**src/rtl/output_wb_pkg.sv**
```systemverilog
// rtl/output_wb_pkg.sv - shared constants and FSM state type for the output writeback packer
package output_wb_pkg;

    localparam int OUT_SRAM_ROWS      = 6;
    localparam int OUT_SRAM_ROW_DEPTH = 2048;
    localparam int OUT_SRAM_WORDS     = OUT_SRAM_ROWS * OUT_SRAM_ROW_DEPTH;
    localparam int OUT_WORD_W         = 128;
    localparam int OUT_ADDR_W         = 14;

    typedef enum logic [2:0] {
        IDLE,
        FILL,
        WRITE,
        WAIT,
        DONE
    } owb_state_t;

endpackage

```
**src/rtl/owb_lane_packer.sv**
```systemverilog
// rtl/owb_lane_packer.sv - lane counter and pack register; OUTPUT_WB_RELU_EN clamps negative beats to zero
module owb_lane_packer
    import output_wb_pkg::*;
#(
    parameter int DATA_W = 32,
    parameter int LANES  = 4
) (
    input  logic                    clock,
    input  logic                    reset,
    input  logic                    clear,
    input  logic                    load,
    input  logic [DATA_W-1:0]       beat_data,
    input  logic                    beat_last,
    output logic [LANES*DATA_W-1:0] pack_word,
    output logic                    word_full
);

    localparam int LANE_W = (LANES > 1) ? $clog2(LANES) : 1;

    logic [LANE_W-1:0]       lane_cnt_q, lane_cnt_d;
    logic [LANES*DATA_W-1:0] pack_q, pack_d;
    logic [DATA_W-1:0]       beat_val;

    // Value actually stored for an accepted beat (optionally rectified)
    always_comb begin
`ifdef OUTPUT_WB_RELU_EN
        beat_val = beat_data[DATA_W-1] ? '0 : beat_data;
`else
        beat_val = beat_data;
`endif
    end

    // The word is complete when this beat lands in the top lane or closes the job
    assign word_full = load && ((lane_cnt_q == LANE_W'(LANES - 1)) || beat_last);
    assign pack_word = pack_q;

    // Next lane/pack contents: clear wins so a finished word leaves zeros in unfilled lanes
    always_comb begin
        lane_cnt_d = lane_cnt_q;
        pack_d     = pack_q;
        if (clear) begin
            lane_cnt_d = '0;
            pack_d     = '0;
        end else if (load) begin
            for (int k = 0; k < LANES; k++) begin
                if (lane_cnt_q == LANE_W'(k)) begin
                    pack_d[k*DATA_W +: DATA_W] = beat_val;
                end
            end
            lane_cnt_d = lane_cnt_q + 1'b1;
        end
    end

    // Lane counter and pack register state
    always_ff @(posedge clock) begin
        if (reset) begin
            lane_cnt_q <= '0;
            pack_q     <= '0;
        end else begin
            lane_cnt_q <= lane_cnt_d;
            pack_q     <= pack_d;
        end
    end

endmodule

```
**src/rtl/output_writeback_packer.sv**
```systemverilog
// rtl/output_writeback_packer.sv - packs 32-bit results into 128-bit SRAM writes, one outstanding write; option OUTPUT_WB_RELU_EN
module output_writeback_packer
    import output_wb_pkg::*;
#(
    parameter int DATA_W    = 32,
    parameter int LANES     = 4,
    parameter int MAX_WORDS = OUT_SRAM_WORDS
) (
    input  logic                  clock,
    input  logic                  reset,
    input  logic                  start,
    input  logic [OUT_ADDR_W-1:0] base_addr,
    input  logic [OUT_ADDR_W-1:0] num_words,
    input  logic                  in_valid,
    input  logic [DATA_W-1:0]     in_data,
    input  logic                  in_last,
    output logic                  in_ready,
    output logic                  w_en,
    output logic [31:0]           w_addr,
    output logic [OUT_WORD_W-1:0] w_d,
    input  logic                  w_done,
    output logic                  busy,
    output logic                  done,
    output logic                  error,
    output logic [OUT_ADDR_W-1:0] words_written
);

    owb_state_t            state_q, state_d;
    logic [OUT_ADDR_W-1:0] addr_q, addr_d;
    logic [OUT_ADDR_W-1:0] num_words_q, num_words_d;
    logic [OUT_ADDR_W-1:0] words_written_q, words_written_d;
    logic                  error_q, error_d;
    logic                  last_seen_q, last_seen_d;
    logic                  in_ready_q, in_ready_d;
    logic                  w_en_q, w_en_d;
    logic                  busy_q, busy_d;
    logic                  done_q, done_d;

    logic                    pk_clear;
    logic                    pk_load;
    logic                    pk_full;
    logic [LANES*DATA_W-1:0] pk_word;
    logic [OUT_ADDR_W:0]     end_addr;

    // One extra bit so base+count cannot wrap before the range test
    assign end_addr = {1'b0, base_addr} + {1'b0, num_words};

    // in_ready is only ever high in FILL, so this is the accepted-beat strobe
    assign pk_load = in_ready_q & in_valid;

    owb_lane_packer #(
        .DATA_W (DATA_W),
        .LANES  (LANES)
    ) u_packer (
        .clock     (clock),
        .reset     (reset),
        .clear     (pk_clear),
        .load      (pk_load),
        .beat_data (in_data),
        .beat_last (in_last),
        .pack_word (pk_word),
        .word_full (pk_full)
    );

    // Job sequencing, address/word counters, and registered handshake outputs
    always_comb begin
        state_d         = state_q;
        addr_d          = addr_q;
        num_words_d     = num_words_q;
        words_written_d = words_written_q;
        error_d         = error_q;
        last_seen_d     = last_seen_q;
        pk_clear        = 1'b0;
        case (state_q)
            IDLE: begin
                if (start) begin
                    addr_d          = base_addr;
                    num_words_d     = num_words;
                    words_written_d = '0;
                    error_d         = 1'b0;
                    last_seen_d     = 1'b0;
                    if (end_addr > (OUT_ADDR_W+1)'(MAX_WORDS)) begin
                        error_d = 1'b1;
                        state_d = DONE;
                    end else if (num_words == '0) begin
                        state_d = DONE;
                    end else begin
                        state_d = FILL;
                    end
                end
            end
            FILL: begin
                if (pk_load) begin
                    if (in_last) begin
                        last_seen_d = 1'b1;
                    end
                    if (pk_full) begin
                        state_d = WRITE;
                    end
                end
            end
            WRITE: begin
                state_d = WAIT;
            end
            WAIT: begin
                if (w_done) begin
                    words_written_d = words_written_q + 1'b1;
                    addr_d          = addr_q + 1'b1;
                    pk_clear        = 1'b1;
                    if ((words_written_d == num_words_q) || last_seen_q) begin
                        state_d = DONE;
                    end else begin
                        state_d = FILL;
                    end
                end
            end
            DONE: begin
                state_d = IDLE;
            end
            default: begin
                state_d = IDLE;
            end
        endcase

        in_ready_d = (state_d == FILL);
        w_en_d     = (state_d == WRITE);
        busy_d     = (state_d != IDLE);
        done_d     = (state_d == DONE);
    end

    // FSM state and registered outputs
    always_ff @(posedge clock) begin
        if (reset) begin
            state_q         <= IDLE;
            addr_q          <= '0;
            num_words_q     <= '0;
            words_written_q <= '0;
            error_q         <= 1'b0;
            last_seen_q     <= 1'b0;
            in_ready_q      <= 1'b0;
            w_en_q          <= 1'b0;
            busy_q          <= 1'b0;
            done_q          <= 1'b0;
        end else begin
            state_q         <= state_d;
            addr_q          <= addr_d;
            num_words_q     <= num_words_d;
            words_written_q <= words_written_d;
            error_q         <= error_d;
            last_seen_q     <= last_seen_d;
            in_ready_q      <= in_ready_d;
            w_en_q          <= w_en_d;
            busy_q          <= busy_d;
            done_q          <= done_d;
        end
    end

    assign in_ready      = in_ready_q;
    assign w_en          = w_en_q;
    assign w_addr        = {{(32-OUT_ADDR_W){1'b0}}, addr_q};
    assign w_d           = pk_word;
    assign busy          = busy_q;
    assign done          = done_q;
    assign error         = error_q;
    assign words_written = words_written_q;

endmodule
```
**config.mk**
```make
export PLATFORM = sky130hd
export DESIGN_NAME = output_writeback_packer
export DESIGN_NICKNAME = d
export VERILOG_FILES = /design/src/rtl/output_wb_pkg.sv /design/src/rtl/owb_lane_packer.sv /design/src/rtl/output_writeback_packer.sv
export SDC_FILE = /design/constraint.sdc
export NUM_CORES = 1
export LEC_CHECK = 0
export BUFFER_PORTS_ARGS = -buffer_cell sky130_fd_sc_hd__buf_2
export CORE_UTILIZATION = 43
export CTS_CLUSTER_DIAMETER = 60
export CTS_CLUSTER_SIZE = 20
export DETAILED_ROUTE_END_ITERATION = 8
export HOLD_SLACK_MARGIN = 0.15
export PLACE_DENSITY = 0.71
export SKIP_CTS_REPAIR_TIMING = 1
export SLEW_MARGIN = 5
export SYNTH_ARGS = -nofsm -noshare
export SYNTH_HDL_FRONTEND = slang
export SYNTH_SLANG_ARGS = --single-unit
```
**constraint.sdc**
```tcl
create_clock -name clock -period 4.5 [get_ports clock]
set_clock_uncertainty 0.2 [all_clocks]
set_input_delay 0.9 -clock clock [delete_from_list [all_inputs] [get_ports clock]]
set_output_delay 0.9 -clock clock [all_outputs]
set_load 0.05 [all_outputs]
```
# Word-level counts from Yosys, hierarchy flattened
# Cells that the tools add are included.
[classes]
n_lt_le_gt_ge = 1
n_reduce_logical = 17
eq_ne = 14
add_sub_neg = 4
n_mux = 21
bitwise = 1
[op_table]
columns = ["op", "count"]
rows = [
  ["$mux 14", 4],
  ["$pmux 14 s2", 2],
  ["$add 14x1->14 const B", 2],
  ["$mux 3", 7],
  ["$add 14x14->15", 1],
  ["$gt 15x14->1 const B", 1],
  ["$eq 14x14->1", 1],
  ["$logic_not 14->1", 1],
  ["$pmux 3 s4", 1],
  ["$reduce_and 2->1", 5],
  ["$eq 3x2->1 const B", 3],
  ["$eq 3x1->1 const B", 2],
  ["$mux 1", 6],
  ["$ne 2x2->1 const B", 3],
  ["$eq 2x2->1 const B", 2],
  ["$reduce_and 4->1", 1],
  ["$reduce_bool 2->1", 2],
  ["$eq 3x3->1 const B", 1],
  ["$logic_not 3->1", 1],
  ["$reduce_and 3->1", 1],
  ["$reduce_bool 3->1", 1],
  ["$add 2x1->2 const B", 1],
  ["$eq 2x1->1 const B", 1],
  ["$logic_not 2->1", 1],
  ["6 further kinds", 7],
]
[word_totals]
reg_bits = 181
in_bits = 66

# Logic depth before layout (Yosys ltp)
[logic_depth]
ltp_word = 7
ltp_mapped = 10

# By module
# Synthesis repeated with hierarchy kept, for this count alone.
[hier_totals]
cells_unflattened = 1117
hier_area_um2 = 10044.6
[modules_own_cells]
columns = ["module", "n_inst", "seq_area_each_um2", "cells_per_inst", "area_each_um2"]
rows = [
  ["owb_lane_packer", 1, 2602.5, 598, 6213.5],
  ["output_writeback_packer", 1, 1021.0, 519, 3831.2],
]

# Worst setup path after synthesis
# Ideal clock, no wire load.
[synth_timing]
kind = "input to register"
startpoint = "input base_addr[0]"
endpoint = "register w_en_q, in the netlist w_en"
stages = 10
setup_slack_ns = 0.786
t_arrival_ns = 3.399
setup_ns = 0.115
required_time_ns = 4.185
path_cell_list = "ha_1 > fa_1 > a211oi_1 > nor3_1 > nor4_1 > nand4_1 > nor4_2 > o21ai_1 > or4_4 > and3_1"
[synth_between]
elab_chain_len = 6
[synth_lines]
columns = ["item", "line_no", "rtl"]
rows = [
  ["start: declaration", "output_writeback_packer.sv:12", "input logic [OUT_ADDR_W-1:0] base_addr,"],
  ["$add 14x14->15", "output_writeback_packer.sv:46", "assign end_addr = {1'b0, base_addr} + {1'b0, num_words};"],
  ["$gt 15x14->1", "output_writeback_packer.sv:82", "if (end_addr > (OUT_ADDR_W+1)'(MAX_WORDS)) begin"],
  ["$mux 3", "output_writeback_packer.sv:82", ""],
  ["$mux 3", "output_writeback_packer.sv:76", "if (start) begin"],
  ["$pmux 3 s4", "output_writeback_packer.sv:74", "case (state_q)"],
  ["$eq 3x2->1", "output_writeback_packer.sv:126", "w_en_d = (state_d == WRITE);"],
  ["end signal: assignment", "output_writeback_packer.sv:152", "w_en_q <= w_en_d;"],
  ["end: declaration", "output_writeback_packer.sv:35", "logic w_en_q, w_en_d;"],
]
# Every way passes these cells.
# A chain may end at the register's enable or synchronous reset.

# Final worst setup path
[layout_timing]
startpoint = "input num_words[0]"
endpoint = "register w_en_q, in the netlist w_en"
[layout_between]
elab_chain_len = 6
elab_cells_between_ends = 8
classes_between = "add/sub: 1; order compare: 1; eq/ne: 1; mux: 4; reduce/logical: 1"
[layout_lines]
columns = ["item", "line_no", "rtl"]
rows = [
  ["start: declaration", "output_writeback_packer.sv:13", "input logic [OUT_ADDR_W-1:0] num_words,"],
  ["$add 14x14->15 or $logic_not 14->1 (tied branches)", "output_writeback_packer.sv:46, output_writeback_packer.sv:85", ""],
  ["$gt 15x14->1 or $mux 3 (tied branches)", "output_writeback_packer.sv:82, output_writeback_packer.sv:85", ""],
  ["$mux 3 (*)", "output_writeback_packer.sv:82", ""],
  ["$mux 3 (*)", "output_writeback_packer.sv:76", ""],
  ["$pmux 3 s4 (*)", "output_writeback_packer.sv:74", ""],
  ["$eq 3x2->1 (*)", "output_writeback_packer.sv:126", ""],
]
# Every way passes the cells marked *; elsewhere a longest branch is shown, timed or not.

==> metrics.csv <==
stage,metric,value,unit
run_status,outcome,completed,
grt,Overflow after GRT,0,
place,DP Wirelength,16800,µm
timing,Worst Max-Slew Pin Slew,1060,ps
clocking,maximum clock insertion buffer count,2,
clocking,clock sink total,181,
grt,global-route wire length before repair,37900,µm
grt,largest net degree at the start of global routing,73,
power_and_ir_drop,PD cells,376,mW/mm²
timing,final hold slack,252,ps
place,DP Area,0.00932,mm²
floorplanning,Core Rows,49,
clocking,worst skew pair latency,430,ps
setup_path,critical path required time,4630,ps
power_and_ir_drop,Int Pwr,2.60,mW
finish,layout cells sized above 1,0.229,
power_and_ir_drop,combinational share of power,0.141,
synthesis,Ys Warns,0,
finish,Final Net Count,1337,
finish,Final Util,0.544,
power_and_ir_drop,Flop pwr share,0.452,
run,number of max-cap violations,0,
route,vias per cell,5.33,
grt,vias in the first global route,7213,
floorplanning,Initial Utilization,0.445,
setup_path,CP cell instances,buf_2 -> ha_1 -> fa_1 -> a211oi_1 -> nor3_1 -> nor4_1 -> nand4_1 -> nor4_2 -> o21ai_1 -> or4_4 -> and3_1,
floorplanning,CORE AREA,0.0183,mm²
timing,Final period util,0.807,
setup_path,crit path from,num_words[0],
min_path,Hold Path Class,reg2reg,
place,# port buffers,226,
grt,initial antenna violation count,4,
clocking,Root Buffer,clkbuf_16,
power_and_ir_drop,Tot Pwr,3.73,mW
synthesis,"Seq/Total Area, Yosys",0.445,
timing,Final Hold Vio Count,0,
setup_path,WP buf/inv,1,
clocking,CTS tree,yes,
route,via count,7976,
setup_path,"slowest stage delay, CP",550,ps
route,WL/cell,16.1,µm
setup_path,CP top delay family,simple AND/OR/NAND/NOR gates,
synthesis,area fraction of the dominant cell type after synthesis,0.445,
power_and_ir_drop,switching share of power,0.303,
route,DR iter-0 viols,475,
synthesis,dominant cell type by area after synthesis,dfxtp_1,
finish,"most common cell after layout, fill and taps aside",nand2_1,
synthesis,"EDFF count, synth",0,
floorplanning,Top Ports,245,
synthesis,Synth Area in Simple Gates,0.246,
power_and_ir_drop,Psw,1.13,mW
setup_path,Startpoint Class,primary input,
timing,Slew Limit Fails,0,
timing,Final Critical Period,3630,ps
timing,number of setup violations in the final report,0,
finish,Layout fillers,1792,
clocking,Clock Pin Slew Worst Setup and Hold Paths,80,ps
synthesis,Synth area leaders,"dfxtp_1 (45%), nand2_1 (15%), a21oi_1 (12%), ha_1 (3.1%), clkbuf_1 (2.5%)",
synthesis,"Cell Area, Synth",0.00814,mm²
place,Final GP Congestion,0.939,
timing,setup_tns,0,ps
floorplanning,height of the die,140,µm
route,WL final,24000,µm
timing,RSZ-0062 raised after global routing,no,
finish,Area Overhead vs Synth,22.1,%
synthesis,count of cell types in the netlist,62,
synthesis,ys async rst share,0,
synthesis,Syn Inst Count,1067,
floorplanning,Die Width,140,µm
synthesis,Adder-Cell Fraction of Synth Area,0.0332,
setup_path,Arrival @ worst endpoint,3760,ps
synthesis,main combinational cell family by area after synthesis,simple AND/OR/NAND/NOR gates,
setup_path,Worst R2R Setup Slack,1350,ps
finish,"commonest non-fill, non-tap cells in the layout","nand2_1 (323), buf_2 (226), a21oi_1 (193)",
synthesis,xor/xnor share of the synthesized area,0.0258,
power_and_ir_drop,Worst IR Drop VDD,0.000271,V
clocking,clock buffer count from CTS,17,
power_and_ir_drop,LEAKAGE,4.21,nW
setup_path,"Slowest-stage cell, CP",or4_4,
timing,max_slew headroom,0.292,
route,antenna-violating nets left,0,
setup_path,"Max FO, Critical Path",6,
setup_path,crit end category,flop,
finish,final instance area,0.00994,mm²
synthesis,post-synthesis compound-gate area fraction,0.189,
setup_path,Crit Path Category,in2reg,
synthesis,synthesis-stage register bit count,181,
timing,Achievable Freq,275,MHz
clocking,htree depth,4,
synthesis,proportion of synthesized area in mux cells,0.00369,
setup_path,worst r2r src,words_written[0]$_SDFFE_PP0P_,
grt,Global Route Usage Sum,0.245,
power_and_ir_drop,clock network power share,0.407,
floorplanning,die area,0.0195,mm²
synthesis,Synth Area per Inst,7.63,µm²
route,DRC violations left,0,
route,drt first pass iters,5,
min_path,HP Start,u_packer.pack_word[119]$_SDFFE_PP0P_,
synthesis,commonest register cell after synthesis,dfxtp_1,
per-layer routing:
metal / up-vias / track usage / part of all wire
met5: - / 0 / 0
met4: 0 / 0.0989 / 0.022
met3: 38 / 0.0523 / 0.066
met2: 274 / 0.401 / 0.47
met1: 3690 / 0.314 / 0.44
li1: 3974 / - / -
path summary, 6_finish.rpt:
| check | depth (start not counted) | endpoint |
|---|---|---|
| max | 11 | w_en$_SDFF_PP0_ |
| min | 2 | u_packer.pack_word[119]$_SDFFE_PP0P_ |
| max reg2reg | 9 | done$_SDFF_PP0_ |
| min reg2reg | 2 | u_packer.pack_word[119]$_SDFFE_PP0P_ |
worst reg2reg max path, delay by kind of cell, from the launching register on:
| family | cells | cell delay [ps] |
|---|---|---|
| xor+xnor | 1 | 170 |
| flops | 1 | 500 |
| simple gates | 2 | 710 |
| fa+ha+maj | 1 | 360 |
| compound gates | 5 | 1150 |
logic make-up after synthesis:
group / count (synthesis)
flops: 181
mux: 3
other cells: 1
buf+inv: 100
fa+ha+maj: 21
compound gates: 275
simple gates: 462
xor+xnor: 24
metrics by stage:
step                setup slack, ps  cells
floorplan                       786   1084
finish                          867   1497
detailed placement              423   1460
global placement                435   1460
global route                    731   1494
CTS                             879   1492
state kept, by name (all words and copies together) (netlist names):
name and flops:
w_en 1, busy 1, done 1, u_packer.pack_word 128
words_written 14, state_q 3, num_words_q 14, in_ready 1
addr_q 14, u_packer.lane_cnt_q 2, last_seen_q 1, error 1
cell usage after synthesis, types with 2 or more instances:
cell / n
nand2_1: 323
a21oi_1: 193
dfxtp_1: 181
clkbuf_1: 55
nor2_1: 40
o21ai_0: 29
ha_1: 20
buf_4: 18
nand3_1: 16
nor3_1: 15
xor2_1: 14
and3_1: 13
buf_1: 12
a211oi_1: 11
xnor2_1: 10
nand4_1: 9
inv_1: 8
nor4_1: 8
nand2b_1: 7
buf_2: 6
o22ai_1: 6
and4_1: 5
a22oi_1: 4
a311oi_1: 4
o21a_1: 4
a21o_1: 3
a31oi_1: 3
and2_1: 3
mux2i_1: 3
nor3b_1: 3
o221a_2: 3
or3_1: 3
a41o_1: 2
nand3b_1: 2
nor2b_1: 2
o211ai_2: 2
or2_2: 2
power groups by stage:
stage,clock (mW),combinational (mW),sequential [mW]
3_5_place_dp,0,0.524,1.72
4_1_cts,1.55,0.525,1.69
5_1_grt,1.61,0.570,1.69
3_3_place_gp,0,0.522,1.72
6_report,1.52,0.526,1.69
2_1_floorplan,0,0.285,1.82
area by class of cell:
| class | instances | area (µm²) | share of cell area |
|---|---|---|---|
| clock inverters | 15 | 186 | 0.0188 |
| flip-flops and latches | 181 | 3620 | 0.365 |
| inverters | 8 | 30.0 | 0.00302 |
| multi-input cells | 803 | 4140 | 0.416 |
| well taps | 229 | 287 | 0.0288 |
| diodes | 5 | 12.5 | 0.00126 |
| repair buffers | 239 | 1240 | 0.125 |
| clock buffers | 17 | 425 | 0.0428 |
Power figures use the tool's default switching activity.
